===== src/rtl/alu_cmd_sequencer_if.sv =====
// ============================================================================
// Module      : alu_cmd_sequencer_if
// Description : Request, ALU drive and response bundle for alu_cmd_sequencer.
// Revision    : 1.0 - initial release
// ============================================================================
`default_nettype none

interface alu_cmd_sequencer_if #(
    parameter int OP_W  = 8,
    parameter int CMD_W = 4,
    parameter int RES_W = 16,
    parameter int DEPTH = 4
);
    localparam int c_CNT_W = $clog2(DEPTH) + 1;

    logic               req_valid;
    logic               req_ready;
    logic [OP_W-1:0]    req_op1;
    logic [OP_W-1:0]    req_op2;
    logic [CMD_W-1:0]   req_cmd;
    logic [OP_W-1:0]    alu_operand_1;
    logic [OP_W-1:0]    alu_operand_2;
    logic [CMD_W-1:0]   alu_command;
    logic               alu_en;
    logic [RES_W-1:0]   alu_out;
    logic               rsp_valid;
    logic               rsp_ready;
    logic [RES_W-1:0]   rsp_data;
    logic [CMD_W-1:0]   rsp_cmd;
    logic               busy;
    logic [c_CNT_W-1:0] fifo_count;

    // Environment side: host, consumer and the ALU itself
    modport master (
        output req_valid, req_op1, req_op2, req_cmd, rsp_ready, alu_out,
        input  req_ready, alu_operand_1, alu_operand_2, alu_command, alu_en,
               rsp_valid, rsp_data, rsp_cmd, busy, fifo_count
    );

    modport slave (
        input  req_valid, req_op1, req_op2, req_cmd, rsp_ready, alu_out,
        output req_ready, alu_operand_1, alu_operand_2, alu_command, alu_en,
               rsp_valid, rsp_data, rsp_cmd, busy, fifo_count
    );
endinterface

`default_nettype wire


===== src/rtl/alu_cmd_sequencer.sv =====
// ============================================================================
// Module      : alu_cmd_sequencer
// Description : Drives a combinational ALU for SETTLE cycles per request and
//               queues captured results in a fall-through FIFO.
//               Optional macro ALU_SEQ_DONE_COUNT_EN adds a done_count output.
// Revision    : 1.0 - initial release
// ============================================================================
`default_nettype none

module alu_cmd_sequencer #(
    parameter int OP_W   = 8,
    parameter int CMD_W  = 4,
    parameter int RES_W  = 16,
    parameter int SETTLE = 2,
    parameter int DEPTH  = 4
) (
    input  wire logic              clk,
    input  wire logic              rst,
    alu_cmd_sequencer_if.slave     bus
`ifdef ALU_SEQ_DONE_COUNT_EN
    ,
    output logic [15:0]            done_count
`endif
);
    localparam int                 c_PTR_W     = $clog2(DEPTH);
    localparam int                 c_CNT_W     = c_PTR_W + 1;
    localparam logic [c_CNT_W-1:0] c_DEPTH_CNT = c_CNT_W'(DEPTH);
    localparam logic [3:0]         c_SETTLE_LD = 4'(SETTLE - 1);

    typedef enum logic [0:0] {
        ST_IDLE = 1'b0,
        ST_EXEC = 1'b1
    } state_t;

    state_t             r_state;
    state_t             w_state_nxt;
    logic [3:0]         r_settle;
    logic [OP_W-1:0]    r_op1;
    logic [OP_W-1:0]    r_op2;
    logic [CMD_W-1:0]   r_cmd;
    logic [RES_W-1:0]   r_mem_res [DEPTH];
    logic [CMD_W-1:0]   r_mem_cmd [DEPTH];
    logic [c_PTR_W-1:0] r_wr_ptr;
    logic [c_PTR_W-1:0] r_rd_ptr;
    logic [c_CNT_W-1:0] r_count;

    logic w_space;
    logic w_accept;
    logic w_push;
    logic w_pop;
    logic w_req_ready;
    logic w_busy;
    logic w_not_empty;

    assign w_space     = (r_count < c_DEPTH_CNT);
    assign w_not_empty = (r_count != '0);
    assign w_pop       = w_not_empty && bus.rsp_ready;

    always_ff @(posedge clk or posedge rst) begin
        if (rst) begin
            r_state <= ST_IDLE;
        end else begin
            r_state <= w_state_nxt;
        end
    end

    always_comb begin
        w_state_nxt = r_state;
        w_req_ready = 1'b0;
        w_busy      = 1'b0;
        w_accept    = 1'b0;
        w_push      = 1'b0;
        case (r_state)
            ST_IDLE: begin
                w_req_ready = w_space;
                w_accept    = bus.req_valid && w_space;
                if (w_accept) begin
                    w_state_nxt = ST_EXEC;
                end
            end
            ST_EXEC: begin
                w_busy = 1'b1;
                if (r_settle == 4'd0) begin
                    w_push      = 1'b1;
                    w_state_nxt = ST_IDLE;
                end
            end
            default: w_state_nxt = ST_IDLE;
        endcase
    end

    // Operand/command registers only change on acceptance, so they stay
    // stable through EXEC and hold their last value while idle.
    always_ff @(posedge clk or posedge rst) begin
        if (rst) begin
            r_op1    <= '0;
            r_op2    <= '0;
            r_cmd    <= '0;
            r_settle <= 4'd0;
        end else if (w_accept) begin
            r_op1    <= bus.req_op1;
            r_op2    <= bus.req_op2;
            r_cmd    <= bus.req_cmd;
            r_settle <= c_SETTLE_LD;
        end else if (w_busy && (r_settle != 4'd0)) begin
            r_settle <= r_settle - 4'd1;
        end
    end

    always_ff @(posedge clk) begin
        if (w_push) begin
            r_mem_res[r_wr_ptr] <= bus.alu_out;
            r_mem_cmd[r_wr_ptr] <= r_cmd;
        end
    end

    // Space is reserved at acceptance, so a push never finds the FIFO full.
    always_ff @(posedge clk or posedge rst) begin
        if (rst) begin
            r_wr_ptr <= '0;
            r_rd_ptr <= '0;
            r_count  <= '0;
        end else begin
            if (w_push) begin
                r_wr_ptr <= r_wr_ptr + 1'b1;
            end
            if (w_pop) begin
                r_rd_ptr <= r_rd_ptr + 1'b1;
            end
            case ({w_push, w_pop})
                2'b10:   r_count <= r_count + 1'b1;
                2'b01:   r_count <= r_count - 1'b1;
                default: r_count <= r_count;
            endcase
        end
    end

`ifdef ALU_SEQ_DONE_COUNT_EN
    logic [15:0] r_done_count;

    always_ff @(posedge clk or posedge rst) begin
        if (rst) begin
            r_done_count <= 16'd0;
        end else if (w_push) begin
            r_done_count <= r_done_count + 16'd1;
        end
    end

    assign done_count = r_done_count;
`endif

    assign bus.req_ready     = w_req_ready;
    assign bus.busy          = w_busy;
    assign bus.alu_en        = w_busy;
    assign bus.alu_operand_1 = r_op1;
    assign bus.alu_operand_2 = r_op2;
    assign bus.alu_command   = r_cmd;
    assign bus.rsp_valid     = w_not_empty;
    assign bus.rsp_data      = w_not_empty ? r_mem_res[r_rd_ptr] : '0;
    assign bus.rsp_cmd       = w_not_empty ? r_mem_cmd[r_rd_ptr] : '0;
    assign bus.fifo_count    = r_count;

endmodule

`default_nettype wire


===== src/flat_wrapper.sv =====
// flat-port wrapper written by rule: the top's interface ports become plain ports
module alu_cmd_sequencer_flat 
#(
    parameter int OP_W   = 8,
    parameter int CMD_W  = 4,
    parameter int RES_W  = 16,
    parameter int SETTLE = 2,
    parameter int DEPTH  = 4
)
  (clk, rst, bus_req_valid, bus_req_op1, bus_req_op2, bus_req_cmd, bus_rsp_ready, bus_alu_out, bus_req_ready, bus_alu_operand_1, bus_alu_operand_2, bus_alu_command, bus_alu_en, bus_rsp_valid, bus_rsp_data, bus_rsp_cmd, bus_busy, bus_fifo_count);
  alu_cmd_sequencer_if #(.OP_W(OP_W), .CMD_W(CMD_W), .RES_W(RES_W), .DEPTH(DEPTH)) bus_i ();
  input  wire logic clk;
  input  wire logic rst;
  input wire logic [$bits(bus_i.req_valid)-1:0] bus_req_valid;
  input wire logic [$bits(bus_i.req_op1)-1:0] bus_req_op1;
  input wire logic [$bits(bus_i.req_op2)-1:0] bus_req_op2;
  input wire logic [$bits(bus_i.req_cmd)-1:0] bus_req_cmd;
  input wire logic [$bits(bus_i.rsp_ready)-1:0] bus_rsp_ready;
  input wire logic [$bits(bus_i.alu_out)-1:0] bus_alu_out;
  output wire logic [$bits(bus_i.req_ready)-1:0] bus_req_ready;
  output wire logic [$bits(bus_i.alu_operand_1)-1:0] bus_alu_operand_1;
  output wire logic [$bits(bus_i.alu_operand_2)-1:0] bus_alu_operand_2;
  output wire logic [$bits(bus_i.alu_command)-1:0] bus_alu_command;
  output wire logic [$bits(bus_i.alu_en)-1:0] bus_alu_en;
  output wire logic [$bits(bus_i.rsp_valid)-1:0] bus_rsp_valid;
  output wire logic [$bits(bus_i.rsp_data)-1:0] bus_rsp_data;
  output wire logic [$bits(bus_i.rsp_cmd)-1:0] bus_rsp_cmd;
  output wire logic [$bits(bus_i.busy)-1:0] bus_busy;
  output wire logic [$bits(bus_i.fifo_count)-1:0] bus_fifo_count;
  assign bus_i.req_valid = bus_req_valid;
  assign bus_i.req_op1 = bus_req_op1;
  assign bus_i.req_op2 = bus_req_op2;
  assign bus_i.req_cmd = bus_req_cmd;
  assign bus_i.rsp_ready = bus_rsp_ready;
  assign bus_i.alu_out = bus_alu_out;
  assign bus_req_ready = bus_i.req_ready;
  assign bus_alu_operand_1 = bus_i.alu_operand_1;
  assign bus_alu_operand_2 = bus_i.alu_operand_2;
  assign bus_alu_command = bus_i.alu_command;
  assign bus_alu_en = bus_i.alu_en;
  assign bus_rsp_valid = bus_i.rsp_valid;
  assign bus_rsp_data = bus_i.rsp_data;
  assign bus_rsp_cmd = bus_i.rsp_cmd;
  assign bus_busy = bus_i.busy;
  assign bus_fifo_count = bus_i.fifo_count;
  alu_cmd_sequencer #(.OP_W(OP_W), .CMD_W(CMD_W), .RES_W(RES_W), .SETTLE(SETTLE), .DEPTH(DEPTH)) u_core (.clk(clk), .rst(rst), .bus(bus_i));
endmodule

===== config.mk =====
export PLATFORM = sky130hd
export DESIGN_NAME = alu_cmd_sequencer_flat
export DESIGN_NICKNAME = d
export VERILOG_FILES = /design/src/rtl/alu_cmd_sequencer_if.sv /design/src/rtl/alu_cmd_sequencer.sv /design/src/flat_wrapper.sv
export SDC_FILE = /design/constraint.sdc
export NUM_CORES = 1
export LEC_CHECK = 0
export BUFFER_PORTS_ARGS = -buffer_cell sky130_fd_sc_hd__buf_4
export CAP_MARGIN = 15
export CORE_ASPECT_RATIO = 0.5
export CORE_MARGIN = 3
export CORE_UTILIZATION = 50
export DETAILED_ROUTE_END_ITERATION = 6
export GPL_TIMING_DRIVEN = 0
export PLACE_DENSITY = 0.71
export SYNTH_ARGS = -nofsm -noshare
export SYNTH_HDL_FRONTEND = slang
export SYNTH_SLANG_ARGS = --single-unit

===== constraint.sdc =====
create_clock -name clk -period 6.4 [get_ports clk]
set_clock_uncertainty 0.2 [all_clocks]
set_input_delay 1.28 -clock clk [delete_from_list [all_inputs] [get_ports clk]]
set_output_delay 1.28 -clock clk [all_outputs]
set_load 0.05 [all_outputs]

==> flow_metrics.env, run 1 <==
export IMPL_cts_tree="built"
export IMPL_path_clk_slew_ns=0.07
export IMPL_rows=23
export IMPL_io_buffers=86
export IMPL_yosys_warnings=0
export IMPL_crit_reg2reg_capture="u_core.r_mem_res[3][5]$_DFFE_PP_"
export IMPL_viasPerCell=5.24
export IMPL_synth_edf_count=80
export IMPL_start_util=0.535
export IMPL_overflow=0
export IMPL_yosysTopAreaCell="edfxtp_1"
export IMPL_grt_pass1_vias=2491
export IMPL_drc=0
export IMPL_grt_pass1_wl_um=12500
export IMPL_synthFlopType="edfxtp_1"
export IMPL_fp_dieW_um=140
export IMPL_setup_viol=0
export IMPL_synth_simple_area_share=0.0597
export IMPL_io_pins=87
export IMPL_synth_top_cell_area_share=0.538
export IMPL_synth_xor_area_frac=0.0118
export IMPL_hold_path_startpoint="u_core.bus.alu_operand_2[1]$_DFFE_PP0P_"
export IMPL_clock_latency_ns=0.34
export IMPL_synth_nets=283
export IMPL_grt_antenna_before_repair=0
export IMPL_diodes=0
export IMPL_synthMuxAreaShare=0.159
export IMPL_status="finished clean"
export IMPL_arrival_ns=2.04
export IMPL_cts_max_path_buffers=2
export IMPL_num_vias=2360
export IMPL_cp_end_kind="output pin"
export IMPL_core_um2=8350
export IMPL_seq_area_frac_synth=0.717
export IMPL_async_reset_ff_frac=0.286
export IMPL_min_delay_path_depth=1
export IMPL_drtPass1Iterations=5
export IMPL_rsz0062_at_grt="no"
export IMPL_hold_viol_final=0
export IMPL_drtIter0Drc=106
export IMPL_cts_resized=0
export IMPL_clkSinkCount=112
export IMPL_layout_worst_path_cycle_share=0.550
export IMPL_layout_drive_gt1_share=0.429
export IMPL_layout_nets=381
export IMPL_timing_final_max_slew_violations=0
export IMPL_reg2reg_slack_ns=3.68
export IMPL_hp_class="reg2reg"
export IMPL_wire_per_inst_um=17.4
export IMPL_root_buffer="clkbuf_16"
export IMPL_synth_top_family_by_area="multiplexers"
export IMPL_grt_max_degree=33
export IMPL_ys_seq_elements=112
export IMPL_worstPathMaxFanout=10
export IMPL_synth_compound_gate_area_share=0.00448
export IMPL_critPathLaunchType="register"
export IMPL_ys_types=29
export IMPL_cts_buffers=9
export IMPL_cts_setup_buffers=0
export IMPL_syn_inst=235
export IMPL_synth_area_top_cells="edfxtp_1 (54%), dfrtp_1 (18%), mux4_2 (9.6%)"
export IMPL_cts_htree_levels=3
export IMPL_setup_tns_ns=0
export IMPL_totalWireLength_um=7810
export IMPL_fin_crit_ns=3.52
export IMPL_synthAdderAreaFrac=0.0241
export IMPL_fmax_mhz=284
export IMPL_area_growth_pct=24.7
export IMPL_cp_required_ns=4.92
export IMPL_slew_headroom=0.268
export IMPL_whs_endpoint="u_core.bus.alu_operand_2[1]$_DFFE_PP0P_"
export IMPL_die_h_um=72.8
export IMPL_antenna_left=0
export IMPL_hpwl_um=5240
export IMPL_die_area_um2=10200
export IMPL_avgSynthCellArea_um2=19.0
export IMPL_grt_use_total=0.161
export IMPL_reg2reg_depth=5
export IMPL_cts_hold_fix_buffers=0
export IMPL_worst_slew_pin_slew_ns=1.10
export IMPL_syn_area_um2=4470
export IMPL_worstSetupPathType="reg2out"
export IMPL_worst_r2r_startpoint="u_core.r_settle[0]$_DFFE_PP0P_"
export IMPL_gp_congestion=0.690
export IMPL_cap_violations=0
-- metal layers --
metal  track usage  wire length, µm
met4        0.0387               76
met2         0.263             3660
met1         0.201             3470
met3        0.0746              599
met5             0                0
-- through the flow --
| stage | std cells | util | hold WS, ns | worst slack [ns] | instance area (µm²) |
|---|---|---|---|---|---|
| floorplan | 235 | - | 0.269 | 2.87 | 4470 |
| global placement | 433 | 0.629 | 0.270 | 3.27 | 5250 |
| detailed placement | 433 | 0.629 | 0.277 | 3.23 | 5250 |
| CTS | 449 | 0.664 | 0.293 | 2.86 | 5540 |
| global route | 450 | 0.667 | 0.334 | 2.78 | 5570 |
| finish | 450 | 0.667 | 0.288 | 2.88 | 5570 |
-- logic make-up after synthesis --
kind of cell	Yosys count
AOI/OAI and AO/OA	4
xor gates and xnor gates	6
adders and majority gates	8
buffers and inverters	19
DFF	112
muxes	43
and+or+nand+nor	43
-- cells in the final DEF (no fill, tap or decap), types with 4 or more instances in the layout --
cell type  instances
and2_1            25
buf_4             87
buf_6              4
clkbuf_1           5
clkbuf_16          9
dfrtp_1           32
edfxtp_1          80
ha_1               7
inv_1              9
mux2_2            18
mux4_2            19
nand2_1            4
nor2_1             5
-- cell type report --
class | instances | area, µm²
clock inverters | 6 | 60.1
clock buffers | 10 | 229
flip-flops and latches | 112 | 3200
repair buffers | 87 | 673
inverters | 9 | 33.8
multi-input cells | 104 | 1160
well taps | 112 | 140
fillers | 587 | 2780
plain buffers | 10 | 72.6
-- registers in the layout (all words and copies together), names as in the netlist --
signal / cells
u_core.bus.alu_command: 4
u_core.r_mem_res: 64
u_core.r_state: 1
u_core.r_mem_cmd: 16
u_core.bus.alu_operand_2: 8
u_core.bus.alu_operand_1: 8
u_core.r_wr_ptr: 2
u_core.bus.fifo_count: 3
u_core.r_settle: 4
u_core.r_rd_ptr: 2
-- critical path, cell delays in order (launching register included) --
cell	delay (ns)
dfrtp_1	0.36
clkbuf_1	0.56
mux4_2	0.42
and2_1	0.18
buf_4	0.19
-- how the worst max path moves through the flow --
| stage | startpoint | end | slack [ns] |
|---|---|---|---|
| global placement | u_core.r_rd_ptr[1]$_DFFE_PP0P_ | bus_rsp_data[11] | 3.27 |
| floorplan | u_core.bus.fifo_count[2]$_DFFE_PP0P_ | bus_rsp_data[10] | 2.87 |
| global route | u_core.r_rd_ptr[1]$_DFFE_PP0P_ | bus_rsp_data[11] | 2.78 |
| finish | u_core.r_rd_ptr[1]$_DFFE_PP0P_ | bus_rsp_data[11] | 2.88 |
| detailed placement | u_core.r_rd_ptr[1]$_DFFE_PP0P_ | bus_rsp_data[11] | 3.23 |
| CTS | u_core.r_rd_ptr[1]$_DFFE_PP0P_ | bus_rsp_data[11] | 2.86 |
-- synthesized netlist by cell type, drive strengths merged (4+ instances only) --
cell and count:
mux2 20, clkbuf 4, buf 6, inv 9
and2 25, mux4 20, nor2 5, dfrtp 32
nand2 4, ha 7, edfxtp 80
Power of run 1 is left out: the tool's default activity adds up to more than one toggle a clock period on the data nets, which glitch-free logic cannot reach.
==> run 2, diff against run 1 <==
Settings changed: CORE_UTILIZATION 50 to 49, PLACE_DENSITY 0.71 to 0.73.
Clock period 6.4 ns to 3.05 ns, I/O delays scaled along.
==> run 2 against run 1 <==
Effect of this change: die area rose by 1.9%; first-iteration DRC count up 5.7%; register-to-register slack got worse by 3.4 ns; non-clock buffer count unchanged; critical path type unchanged; critical endpoint is now bus_rsp_data[12]; highest routed layer unchanged.
==> flow_metrics.env, run 2 (same netlist as run 1, synthesis figures left out) <==
export IMPL_status="finished clean"
export IMPL_grt_pass1_wl_um=13000
export IMPL_rows=23
export IMPL_place_ws_ns=0.287
export IMPL_clock_latency_ns=0.34
export IMPL_io_pins=87
export IMPL_worstSetupPathType="reg2out"
export IMPL_layout_nets=381
export IMPL_cp_top_family="buffers and inverters"
export IMPL_rsz0062_at_grt="no"
export IMPL_grt_max_degree=33
export IMPL_largest_register_ffs=64
export IMPL_critPathMaxStageDelay_ns=0.54
export IMPL_antenna_left=0
export IMPL_hp_class="in2async"
export IMPL_final_cell_mix="buf_4 (87), edfxtp_1 (80), dfrtp_1 (32), and2_1 (25), mux4_2 (19)"
export IMPL_fp_dieW_um=141
export IMPL_critical_path_slowest_cell="clkbuf_1"
export IMPL_cp_required_ns=2.24
export IMPL_die_h_um=73.5
export IMPL_top_regs="u_core.r_mem_res x64, u_core.r_mem_cmd x16"
export IMPL_fmax_mhz=353
export IMPL_core_um2=8430
export IMPL_cts_htree_levels=3
export IMPL_num_vias=2310
export IMPL_totalWireLength_um=8190
export IMPL_arrival_ns=2.02
export IMPL_cts_resized=0
export IMPL_layout_worst_path_cycle_share=0.929
export IMPL_overflow=0
export IMPL_reg2reg_slack_ns=0.32
export IMPL_crit_reg2reg_capture="u_core.r_mem_res[0][13]$_DFFE_PP_"
export IMPL_worst_r2r_startpoint="u_core.r_settle[0]$_DFFE_PP0P_"
export IMPL_wire_per_inst_um=18.2
export IMPL_drtIter0Drc=112
export IMPL_worst_slew_pin_slew_ns=1.08
export IMPL_area_growth_pct=25.3
export IMPL_reg2reg_depth=5
export IMPL_fin_crit_ns=2.83
export IMPL_drtPass1Iterations=4
export IMPL_viasPerCell=5.14
export IMPL_clkSinkCount=112
export IMPL_cts_hold_fix_buffers=0
export IMPL_io_buffers=86
export IMPL_cts_buffers=9
export IMPL_slew_headroom=0.283
export IMPL_critPathLaunchType="register"
export IMPL_cts_setup_buffers=0
export IMPL_crit_chain="clkbuf_1 -> mux4_2 -> and2_1 -> buf_4"
export IMPL_hpwl_um=5580
export IMPL_root_buffer="clkbuf_16"
export IMPL_cts_max_path_buffers=2
export IMPL_drc=0
export IMPL_grt_pass1_vias=2546
export IMPL_largest_register="u_core.r_mem_res"
export IMPL_worst_slack_ns=0.215
export IMPL_grt_antenna_before_repair=0
export IMPL_setup_tns_ns=0
export IMPL_hold_viol_final=0
export IMPL_gp_congestion=0.745
export IMPL_grt_use_total=0.167
export IMPL_layout_drive_gt1_share=0.433
export IMPL_cap_violations=0
export IMPL_timing_final_max_slew_violations=0
export IMPL_setup_viol=0
export IMPL_mostFrequentLayoutCell="buf_4"
export IMPL_cts_tree="built"
export IMPL_diodes=0
export IMPL_cp_num_buf_inv=2
export IMPL_path_clk_slew_ns=0.07
export IMPL_die_area_um2=10400
export IMPL_worstPathMaxFanout=10
export IMPL_start_util=0.530
export IMPL_cp_end_kind="output pin"
## run 2: cell types whose count changed in the layout (fill, tap and decap cells not counted)
cell and delta:
inv_6 +3, bufinv_16 +1, clkbuf_1 -1, clkinv_1 -1, clkinv_4 -1, clkinvlp_2 -1
clkinvlp_4 -1
## run 2: layout make-up
class	instances	area [µm²]
sequential	112	3200
fill	571	2840
multi-input combinational	104	1160
timing repair buffer	87	673
clock buffer	9	225
tap	112	140
clock inverter	6	91.3
buffer	10	72.6
inverter	9	33.8
## run 2: how the worst max path moves through the flow
stage,from,endpoint,depth (start not counted)
after floorplan,u_core.bus.fifo_count[2]$_DFFE_PP0P_,bus_rsp_data[10],3
after global placement,u_core.r_settle[0]$_DFFE_PP0P_,u_core.r_mem_res[3][11]$_DFFE_PP_,5
after detailed placement,u_core.r_settle[0]$_DFFE_PP0P_,u_core.r_mem_res[0][11]$_DFFE_PP_,5
after CTS,u_core.r_rd_ptr[1]$_DFFE_PP0P_,bus_rsp_data[12],4
after global routing,u_core.r_rd_ptr[1]$_DFFE_PP0P_,bus_rsp_data[12],4
final,u_core.r_rd_ptr[1]$_DFFE_PP0P_,bus_rsp_data[12],4
## run 2: stage by stage
stage | hold WS (ns) | cell area, µm² | utilization | std cells
floorplan | 0.269 | 4470 | - | 235
global placement | 0.271 | 5250 | 0.623 | 433
detailed placement | 0.281 | 5250 | 0.623 | 433
CTS | 0.260 | 5570 | 0.660 | 448
global route | 0.0740 | 5600 | 0.664 | 449
finish | 0.0671 | 5600 | 0.664 | 449
## run 2: worst register-to-register path, cell delays in order (launching register included)
cell and delay [ns]:
dfrtp_1 0.41, inv_1 0.09, ha_1 0.18, nor4bb_1 0.27
clkbuf_1 0.29, and2_1 0.89
## run 2: per-layer routing
layer  wire, µm  share of wire  up-vias  global-route usage
met5          0              0        -                   0
met4         38         0.0046        0              0.0494
met3        521          0.064        4              0.0468
met2       4040           0.49       70               0.284
met1       3600           0.44     1163               0.214
li1           -              -     1073                   -
Power of run 2 is left out for the same reason.
==> run 3, diff against run 2 <==
Settings changed: ABC_CLOCK_PERIOD_IN_PS set to 3050, GPL_TIMING_DRIVEN 0 to not set, SETUP_SLACK_MARGIN set to 0.5.
==> run 3 against run 2 <==
Effect of this change: worst hold slack improved by 0.098 ns; routed wire length rose by 6.1%; count of clock-buffer cells in the layout rose by 4; maximum frequency rose by 6.3%; global-route usage rose by 1.8 points; cell count rose by 2.0%; first-iteration DRC count rose by 16%; critical path type unchanged; highest routed layer unchanged.
==> flow_metrics.env, run 3 (same netlist as run 1, synthesis figures left out) <==
export IMPL_worst_slew_pin_slew_ns=0.429
export IMPL_die_area_um2=10400
export IMPL_clock_latency_ns=0.34
export IMPL_multiInputGateArea_um2=1190
export IMPL_dp_cells=437
export IMPL_core_um2=8430
export IMPL_grt_max_degree=33
export IMPL_hpwl_um=5700
export IMPL_cts_tree="built"
export IMPL_area_growth_pct=29.2
export IMPL_crit_reg2reg_capture="u_core.bus.fifo_count[2]$_DFFE_PP0P_"
export IMPL_setup_viol=0
export IMPL_io_buffers=86
export IMPL_cp_end_kind="output pin"
export IMPL_cts_hold_fix_buffers=0
export IMPL_top_regs="u_core.r_mem_res x64, u_core.r_mem_cmd x16"
export IMPL_rows=23
export IMPL_overflow=0
export IMPL_die_h_um=73.5
export IMPL_io_pins=87
export IMPL_grt_pass1_vias=2692
export IMPL_drc=0
export IMPL_worstPathMaxFanout=5
export IMPL_fmax_mhz=375
export IMPL_regArea_um2=3210
export IMPL_reg2reg_slack_ns=0.66
export IMPL_largest_register_ffs=64
export IMPL_wire_per_inst_um=19.0
export IMPL_layout_drive_gt1_share=0.503
export IMPL_rsz0062_at_grt="yes"
export IMPL_layout_worst_path_cycle_share=0.875
export IMPL_fp_dieW_um=141
export IMPL_worstSetupPathType="reg2out"
export IMPL_timing_final_max_slew_violations=0
export IMPL_cts_htree_levels=3
export IMPL_grt_pass1_wl_um=14200
export IMPL_design_area_um2=5770
export IMPL_grt_use_total=0.185
export IMPL_root_buffer="clkbuf_16"
export IMPL_antenna_left=0
export IMPL_arrival_ns=1.86
export IMPL_utilization=0.684
export IMPL_grt_antenna_before_repair=0
export IMPL_start_util=0.530
export IMPL_reg2reg_depth=9
export IMPL_worst_r2r_startpoint="u_core.bus.fifo_count[2]$_DFFE_PP0P_"
export IMPL_hold_viol_final=0
export IMPL_diodes=0
export IMPL_slew_headroom=0.710
export IMPL_viasPerCell=5.18
export IMPL_path_clk_slew_ns=0.07
export IMPL_totalWireLength_um=8690
export IMPL_final_cell_mix="buf_4 (90), edfxtp_1 (80), dfrtp_1 (30), mux4_2 (20), mux2_2 (18)"
export IMPL_gp_congestion=0.727
export IMPL_cp_required_ns=2.24
export IMPL_cap_violations=0
export IMPL_cts_buffers=9
export IMPL_drtIter0Drc=130
export IMPL_drtPass1Iterations=4
export IMPL_hp_class="in2async"
export IMPL_status="finished clean"
export IMPL_largest_register="u_core.r_mem_res"
export IMPL_clkSinkCount=112
export IMPL_cts_max_path_buffers=2
export IMPL_num_vias=2373
export IMPL_placed_cell_area_um2=5300
export IMPL_fin_crit_ns=2.67
export IMPL_layout_nets=389
export IMPL_final_fill_count=559
export IMPL_setup_tns_ns=0
export IMPL_instances_no_fill=458
export IMPL_critPathLaunchType="register"
export IMPL_mostFrequentLayoutCell="buf_4"
==> run 3: stage by stage <==
| stage | hold WS (ns) | setup WS [ns] |
|---|---|---|
| floorplan | 0.269 | 0.512 |
| global placement | 0.271 | 0.657 |
| detailed placement | 0.290 | 0.600 |
| CTS | 0.171 | 0.392 |
| global route | 0.195 | 0.315 |
| finish | 0.165 | 0.383 |
==> run 3: critical path, cell delays in order, from the launching register on <==
cell and delay [ns]:
dfrtp_2 0.45, buf_12 0.13, buf_16 0.11, mux4_2 0.50, and2_4 0.18, buf_8 0.14
==> run 3: worst max path at each step <==
stage                                       end                                  from  depth (start not counted)  slack [ns]
2_1_floorplan                  bus_rsp_data[10]  u_core.bus.fifo_count[2]$_DFFE_PP0P_                          3        0.51
3_3_place_gp   u_core.r_mem_cmd[3][1]$_DFFE_PP_        u_core.r_settle[0]$_DFFE_PP0P_                          6        0.66
3_5_place_dp   u_core.r_mem_cmd[3][1]$_DFFE_PP_        u_core.r_settle[0]$_DFFE_PP0P_                          6        0.60
4_1_cts                          bus_rsp_cmd[3]        u_core.r_rd_ptr[0]$_DFFE_PP0P_                          4        0.39
5_1_grt                        bus_rsp_data[10]        u_core.r_rd_ptr[0]$_DFFE_PP0P_                          5        0.31
6_report                       bus_rsp_data[10]        u_core.r_rd_ptr[0]$_DFFE_PP0P_                          5        0.38
==> run 3: final cells by class <==
class,instances,area share
clock buffers,13,0.0451
repair buffers,105,0.160
flip-flops and latches,112,0.556
inverters,9,0.00586
well taps,112,0.0243
clock inverters,3,0.00325
multi-input cells,104,0.206
==> run 3: what timing repair did <==
action | 4_1_cts | 5_1_grt
pin swaps | 0 | 2
gates resized for setup | 36 | 8
endpoints found under the hold margin | 0 | 0
setup buffers | 2 | 2
gates cloned | 1 | 0
setup endpoints to repair | 20 | 34
==> run 3: layer usage <==
layer	global-route usage	vias up	part of all wire
met4	0.0623	0	0.014
li1	-	1092	-
met1	0.235	1197	0.43
met3	0.0715	9	0.067
met2	0.297	75	0.49
met5	0	-	0
Power of run 3 is left out for the same reason.
